## src/rtl/cardinal_nic_pkg.sv

```systemverilog
// Shared constants for the cardinal_nic: PE register map, status word layout
// and the flit header fields used by the gold_mesh router.
package cardinal_nic_pkg;

    localparam logic [1:0] ADDR_RX_DATA = 2'b00;
    localparam logic [1:0] ADDR_RX_STAT = 2'b01;
    localparam logic [1:0] ADDR_TX_DATA = 2'b10;
    localparam logic [1:0] ADDR_TX_STAT = 2'b11;

    // VC bit is the flit MSB for the default 64-bit flit.
    localparam int unsigned VC_BIT = 63;

    // Status words: flag in bit 0 (RX nonempty / TX full), occupancy from bit 8.
    localparam int unsigned STAT_FLAG_BIT = 0;
    localparam int unsigned STAT_CNT_LSB  = 8;

    localparam int unsigned HDR_DX       = 62;
    localparam int unsigned HDR_DY       = 61;
    localparam int unsigned HDR_HX_LSB   = 52;
    localparam int unsigned HDR_HX_W     = 4;
    localparam int unsigned HDR_HY_LSB   = 48;
    localparam int unsigned HDR_HY_W     = 4;
    localparam int unsigned HDR_SRCX_LSB = 40;
    localparam int unsigned HDR_SRCX_W   = 8;
    localparam int unsigned HDR_SRCY_LSB = 32;
    localparam int unsigned HDR_SRCY_W   = 8;

endpackage

```

## src/rtl/nic_fifo.sv

```systemverilog
// Flit FIFO with wrap-bit pointers; pushes when full and pops when empty are
// ignored, so callers may present raw requests.
module nic_fifo #(
    parameter int unsigned DATA_W = 64,
    parameter int unsigned DEPTH  = 2,
    parameter int unsigned CNT_W  = 8
) (
    input  logic              clk,
    input  logic              reset,
    input  logic              push,
    input  logic [DATA_W-1:0] wdata,
    input  logic              pop,
    output logic [DATA_W-1:0] head,
    output logic              full,
    output logic              empty,
    output logic [CNT_W-1:0]  count
);

    localparam int unsigned AW    = $clog2(DEPTH);
    localparam int unsigned PTR_W = AW + 1;

    logic [DATA_W-1:0] mem [DEPTH];
    logic [PTR_W-1:0]  wr_ptr_q;
    logic [PTR_W-1:0]  rd_ptr_q;
    logic [PTR_W-1:0]  occupancy;
    logic              do_push;
    logic              do_pop;

    assign empty     = (wr_ptr_q == rd_ptr_q);
    assign full      = (wr_ptr_q[AW-1:0] == rd_ptr_q[AW-1:0]) &&
                       (wr_ptr_q[AW] != rd_ptr_q[AW]);
    assign do_push   = push && !full;
    assign do_pop    = pop && !empty;
    assign occupancy = wr_ptr_q - rd_ptr_q;
    assign count     = CNT_W'(occupancy);
    assign head      = mem[rd_ptr_q[AW-1:0]];

    always_ff @(posedge clk or negedge reset) begin
        if (!reset) begin
            wr_ptr_q <= '0;
            rd_ptr_q <= '0;
        end else begin
            if (do_push) wr_ptr_q <= wr_ptr_q + PTR_W'(1);
            if (do_pop)  rd_ptr_q <= rd_ptr_q + PTR_W'(1);
        end
    end

    always_ff @(posedge clk) begin
        if (do_push) mem[wr_ptr_q[AW-1:0]] <= wdata;
    end

endmodule

```

## src/rtl/cardinal_nic.sv

```systemverilog
// NIC between a PE and one local router port: register-mapped TX/RX FIFOs,
// si/ri handshake glue and VC stamping at injection.
module cardinal_nic
    import cardinal_nic_pkg::*;
#(
    parameter int unsigned DATA_W = 64,
    parameter int unsigned DEPTH  = 2,
    parameter int unsigned CNT_W  = 8
) (
    input  logic              clk,
    input  logic              reset,
    input  logic [1:0]        addr,
    input  logic [DATA_W-1:0] d_in,
    output logic [DATA_W-1:0] d_out,
    input  logic              nicEn,
    input  logic              nicWrEn,
    input  logic              net_si,
    output logic              net_ro,
    input  logic [DATA_W-1:0] net_di,
    output logic              net_so,
    input  logic              net_ri,
    output logic [DATA_W-1:0] net_do,
    input  logic              net_polarity
);

    logic [DATA_W-1:0] rx_head, tx_head;
    logic              rx_full, rx_empty, tx_full, tx_empty;
    logic [CNT_W-1:0]  rx_count, tx_count;
    logic [DATA_W-1:0] rx_stat, tx_stat;
    logic              pe_read, rx_pop, tx_push;

    assign pe_read = nicEn && !nicWrEn;
    assign rx_pop  = pe_read && (addr == ADDR_RX_DATA);
    assign tx_push = nicEn && nicWrEn && (addr == ADDR_TX_DATA);

    assign net_ro = !rx_full;
    assign net_so = !tx_empty && net_ri;
    // Polarity is taken live in the send cycle, not captured at write time.
    assign net_do = tx_empty ? '0 : {net_polarity, tx_head[DATA_W-2:0]};

    nic_fifo #(
        .DATA_W (DATA_W),
        .DEPTH  (DEPTH),
        .CNT_W  (CNT_W)
    ) u_rx_fifo (
        .clk   (clk),
        .reset (reset),
        .push  (net_si),
        .wdata (net_di),
        .pop   (rx_pop),
        .head  (rx_head),
        .full  (rx_full),
        .empty (rx_empty),
        .count (rx_count)
    );

    nic_fifo #(
        .DATA_W (DATA_W),
        .DEPTH  (DEPTH),
        .CNT_W  (CNT_W)
    ) u_tx_fifo (
        .clk   (clk),
        .reset (reset),
        .push  (tx_push),
        .wdata (d_in),
        .pop   (net_ri),
        .head  (tx_head),
        .full  (tx_full),
        .empty (tx_empty),
        .count (tx_count)
    );

    always_comb begin
        rx_stat = '0;
        rx_stat[STAT_FLAG_BIT] = !rx_empty;
        rx_stat[STAT_CNT_LSB +: CNT_W] = rx_count;
        tx_stat = '0;
        tx_stat[STAT_FLAG_BIT] = tx_full;
        tx_stat[STAT_CNT_LSB +: CNT_W] = tx_count;
    end

    always_comb begin
        d_out = '0;
        if (pe_read) begin
            case (addr)
                ADDR_RX_DATA: d_out = rx_empty ? '0 : rx_head;
                ADDR_RX_STAT: d_out = rx_stat;
                ADDR_TX_STAT: d_out = tx_stat;
                default:      d_out = '0;
            endcase
        end
    end

endmodule
```

## config.mk

```make
export PLATFORM = sky130hd
export DESIGN_NAME = cardinal_nic
export DESIGN_NICKNAME = d
export VERILOG_FILES = /design/src/rtl/cardinal_nic_pkg.sv /design/src/rtl/nic_fifo.sv /design/src/rtl/cardinal_nic.sv
export SDC_FILE = /design/constraint.sdc
export NUM_CORES = 1
export LEC_CHECK = 0
export CORE_MARGIN = 2
export CORE_UTILIZATION = 53
export DETAILED_ROUTE_END_ITERATION = 6
export HOLD_SLACK_MARGIN = 0.12
export PLACE_DENSITY = 0.86
export SYNTH_ARGS = -nofsm -noshare
export SYNTH_HDL_FRONTEND = slang
export SYNTH_HIERARCHICAL = 1
export SYNTH_SLANG_ARGS = --single-unit
```

## constraint.sdc

```tcl
create_clock -name clk -period 11.5 [get_ports clk]
set_input_delay 2.3 -clock clk [delete_from_list [all_inputs] [get_ports clk]]
set_output_delay 2.3 -clock clk [all_outputs]
set_load 0.02 [all_outputs]
```

==> After elaboration in Yosys (flattened, before gate mapping) <==
Memories as Yosys holds them, arrays and structs flattened.
Index checks and enable logic that the tools add are counted.
{ "totals": {"in_bits": 137, "ramBits": 256, "n_memories": 2, "latchBits": 0, "register_bits": 8, "mem_bits_ro": 0} }
{ "mem_list": {"columns": ["name", "depth", "word_bits", "read_ports", "rd_ports_with_merged_regs", "write_ports", "line_no", "text"], "rows": [
  ["u_rx_fifo.mem", 2, 64, 1, 0, 1, "nic_fifo.sv:22", "logic [DATA_W-1:0] mem [DEPTH];"],
  ["u_tx_fifo.mem", 2, 64, 1, 0, 1, "nic_fifo.sv:22", null]
]} }
{ "op_classes": {"order_cmp": 0, "n_eq_ne": 9, "n_div": 0, "mul": 0, "n_bitwise": 0, "muxes": 8, "addsub": 6, "shifts": 0, "n_reduce_logical": 16} }
{ "ops": {"columns": ["op", "count"], "rows": [
  ["64-bit two-way mux", 3],
  ["64-bit one-hot mux with 3 select lines", 1],
  ["1-bit logical AND", 10],
  ["2-bit by 1-bit adder with 2-bit output (second input constant)", 4],
  ["1-bit logical NOT", 5],
  ["2-bit == test", 2],
  ["2-bit == test (second input constant)", 2],
  ["1-bit two-way mux", 4],
  ["2-bit subtractor", 2],
  ["1-bit == test", 2],
  ["2-bit by 1-bit == test with 1-bit output (second input constant)", 1],
  ["2-bit logical NOT", 1],
  ["1-bit inequality test", 2]
]} }

==> Logic depth before layout (Yosys ltp) <==
{ "logic_depth": {"word_depth": 6, "depth_mapped": 7} }

==> Cells and area by module <==
The synthesis kept the hierarchy.
{ "modules_own_cells": {"columns": ["mod", "area_per_inst_um2", "cells_per_inst", "seq_area_each_um2", "instances"], "rows": [
  ["nic_fifo", 4927.2, 232, 3943.8, 2],
  ["cardinal_nic", 1071.0, 172, 0.0, 1]
]} }

==> Worst setup path before layout <==
Ideal clock, no wire load.
{ "synth_path": {"kind": "input to register", "start": "in addr[1]", "end": "mem u_tx_fifo.mem[1][0], enable pin", "cell_stages": 5, "setup_ps": 486, "setup_slack_ps": 5335, "required_time_ps": 11014, "arrival_time_ps": 5679, "cell_sequence": "buf_2 -> buf_2 -> and4b_1 -> nand2_1 -> nor2_1"} }
{ "synth_via": {"elab_chain_cells": 5} }
{ "synth_rtl": {"columns": ["item", "line_no", "text"], "rows": [
  ["start: declaration", "cardinal_nic.sv:12", "input logic [1:0] addr,"],
  ["2-bit == test", "cardinal_nic.sv:34", "assign tx_push = nicEn && nicWrEn && (addr == ADDR_TX_DATA);"],
  ["1-bit logical AND", "cardinal_nic.sv:34", null],
  ["via tx_push", "cardinal_nic.sv:30", "logic pe_read, rx_pop, tx_push;"],
  ["1-bit logical AND", "nic_fifo.sv:32", "assign do_push = push && !full;"],
  ["1-bit two-way mux", "nic_fifo.sv:49", "if (do_push) mem[wr_ptr_q[AW-1:0]] <= wdata;"],
  ["1-bit two-way mux (implied by the code)", "nic_fifo.sv:49", null],
  ["end: declaration", "nic_fifo.sv:22", null]
]} }
The timed path passes the listed nets, and every way through them passes these cells.

==> Worst setup path after layout <==
{ "layout_path": {"start": "in addr[0]", "end": "out d_out[18]"} }
{ "layout_via": {"elab_chain_cells": 3, "word_cells_on_any_way": 5} }
{ "layout_rtl": {"columns": ["item", "line_no", "text"], "rows": [
  ["2-bit == test, or another cell as far along", "cardinal_nic.sv:85", "case (addr)"],
  ["64-bit one-hot mux with 3 select lines *", "cardinal_nic.sv:85", null],
  ["64-bit two-way mux *", "cardinal_nic.sv:84", "if (pe_read) begin"],
  ["end: declaration", "cardinal_nic.sv:14", "output logic [DATA_W-1:0] d_out,"]
]} }
Every way passes the cells marked *; elsewhere a longest branch is shown, timed or not.

==> summary.md <==
| Metric | Value |
|---|---|
| Status | complete, no violations |
| Htree depth | 1 |
| Clk_lat worst skew | 0.53 ns |
| Syn. warnings | 6 |
| Power Density | 242 nW/um^2 |
| Initial antenna violation count | 1 |
| Residual DRC count | 0 |
| VDD IR-drop max | 0.236 mV |
| Sink Count | 262 |
| Routed via count | 6173 |
| Area Growth Syn to Fin | 33.3% |
| Gpl congestion | 0.732 |
| Drt pass-1 iters | 4 |
| Clk buf depth | 3 |
| Crit path top cell by count | clkdlybuf4s50_1 |
| Postcts setup bufs | 0 |
| Cts repair resizes | 0 |
| Origin of the critical flop-to-flop path | u_tx_fifo/rd_ptr_q[0] |
| Max Cap Viol | 0 |
| Fin. Hold Viols | 0 |
| Vias in the first global route | 6412 |
| Slew HR | 38.7% |
| Layout cells sized above 1 | 19.7% |
| Port Buffers | 265 |
| Avg WL per Cell | 18.7 um |
| CP max-delay cell | clkdlybuf4s50_1 |
| Max FO, Critical Path | 51 |
| Hold crit path type | reg2reg |
| Hold buffers post-CTS | 0 |
| Util after Layout | 71.7% |
| Largest net degree at the start of global routing | 67 |
| Data required, critical path | 9.20 ns |
| Crit-path cells | clkdlybuf4s50_1, nor4b_4, and2b_1, buf_4, and2_1, clkdlybuf4s50_1 |
| Setup TNS Final | 0 ns |
| Die H | 147 um |
| CTS buffer count | 26 |
| Crit end category | output pin |
| RSZ-0062 raised after global routing | false |
| Max Transition Viols Final | 0 |
| Starting DRT DRC Count | 287 |
| # setup viols final | 0 |
| Worst Hold Path EP | u_tx_fifo/wr_ptr_q[1] |
| Hold path cells | 1 |
| Row count | 52 |
| Initial Utilization | 53.8% |
| Root Driver | clkbuf_16 |
| Clock slew at reported path FFs | 0.06 ns |
| Max incr delay on CP | 0.81 ns |
| Syn Inst Count | 633 |
| Worst r2r dst | u_tx_fifo/mem[1][32] |
| Layout Nets | 1040 |
| Die area | 21600 sq um |
| Pleak | 0.00491 uW |
| Detailed Place HPWL | 13900 um |
| GRT Total Usage | 20.1% |
| Fill cell count | 1286 |
| F_max | 135 MHz |
| Worst setup startpoint | addr[0] |
| Flop2flop setup slack | 8.54 ns |
| CP Launch Type | input pin |
| Global route overflow | 0 |
| Crit Path Category | in2out |
| Actual slew at the worst max-slew pin | 0.920 ns |
| Worst Path Arrival | 5.09 ns |
| Hold Path Origin | u_tx_fifo/rd_ptr_q[1] |
| Setup Skew | 0.0211 ns |
| Antenna viol nets, final | 0 |
| Average cell area after synthesis | 17.1 sq um |
| Via/cell ratio | 5.17 |
| DIE WIDTH | 147 um |
| I/O pins | 267 |
| Tmin final | 7.39 ns |
| Core area | 20200 sq um |
| First-pass GRT wire length | 34100 um |
| Routed Wire Length | 22300 um |
| CTS tree | yes |
| Final period util | 64.2% |
| Worst-case reg-to-reg path depth | 6 |
| Mapped Area | 10900 sq um |
[stage by stage]
step	cell area, sq um	total power, uW	instances	hold WS, ns	setup WS [ns]
after global routing	14500	3670	1192	0.592	3.89
after CTS	14500	3540	1191	0.571	4.06
after global placement	13700	2730	1143	0.535	4.12
final	14500	3510	1193	0.570	4.11
after detailed placement	13700	2750	1143	0.562	4.10
after floorplan	10900	2200	643	0.486	5.38
[cells in the final DEF (no fill, tap or decap), types with 2 or more instances in the layout]
cell and n:
clkinv_1 12, a211oi_1 8, and2_1 55, xnor2_1 4
nor2_1 6, xor2_1 2, a221oi_1 8, o21ai_0 5
dfrtp_2 2, xnor2_2 2, and2_2 2, diode_2 2
ha_1 2, buf_4 8, conb_1 12, clkbuf_16 26
o21ai_2 2, nor2_4 4, clkdlybuf4s50_1 265, nand2_1 14
inv_1 5, edfxtp_1 254, dfrtp_1 6, nor2b_1 65
a21boi_2 2, o31ai_1 2, mux2i_1 2, mux2_2 127
or2b_1 2, clkbuf_1 5
[power breakdown]
| group | leakage, uW | switching [uW] | total (uW) | internal (uW) |
|---|---|---|---|---|
| Combinational | 0.00212 | 779 | 1440 | 658 |
| Sequential | 0.00242 | 45.4 | 1290 | 1240 |
| Clock | 0.000374 | 343 | 779 | 437 |
| Total | 0.00491 | 1170 | 3510 | 2340 |
[how the worst max path moves through the flow]
stage | end | cells after the start
finish | d_out[18] | 6
global route | d_out[18] | 6
CTS | d_out[18] | 6
detailed placement | d_out[29] | 6
global placement | d_out[29] | 6
floorplan | u_tx_fifo/mem[1][0] | 5
[worst max-delay path: cells and delay by family]
kind,cells,cell delay [ns]
AND/OR/NAND/NOR,3,0.90
buffers and inverters,3,1.85
[layout make-up]
type | instances | area, sq um | share of cell area [%]
timing repair buffer | 273 | 2710 | 18.7
tap | 270 | 338 | 2.34
sequential | 262 | 7830 | 54.1
antenna | 2 | 5.00 | 0.0346
multi-input combinational | 333 | 2780 | 19.2
clock buffer | 31 | 669 | 4.63
inverter | 5 | 18.8 | 0.130
clock inverter | 17 | 113 | 0.778
[flip-flops by register name (all words and copies together) (netlist names)]
signal,flops
u_rx_fifo/wr_ptr_q,2
u_tx_fifo/rd_ptr_q,2
u_tx_fifo/mem,126
u_tx_fifo/wr_ptr_q,2
u_rx_fifo/mem,128
u_rx_fifo/rd_ptr_q,2
[routing by layer]
layer  GRT usage [%]  wire (um)  vias up
li1                -          -     2860
met1            24.6       8810     2995
met2            33.7      10700      268
met3            7.17       2200       50
met4            6.25        632        0
met5               0          0        -
Note: power is estimated with default switching activity, not from simulation.
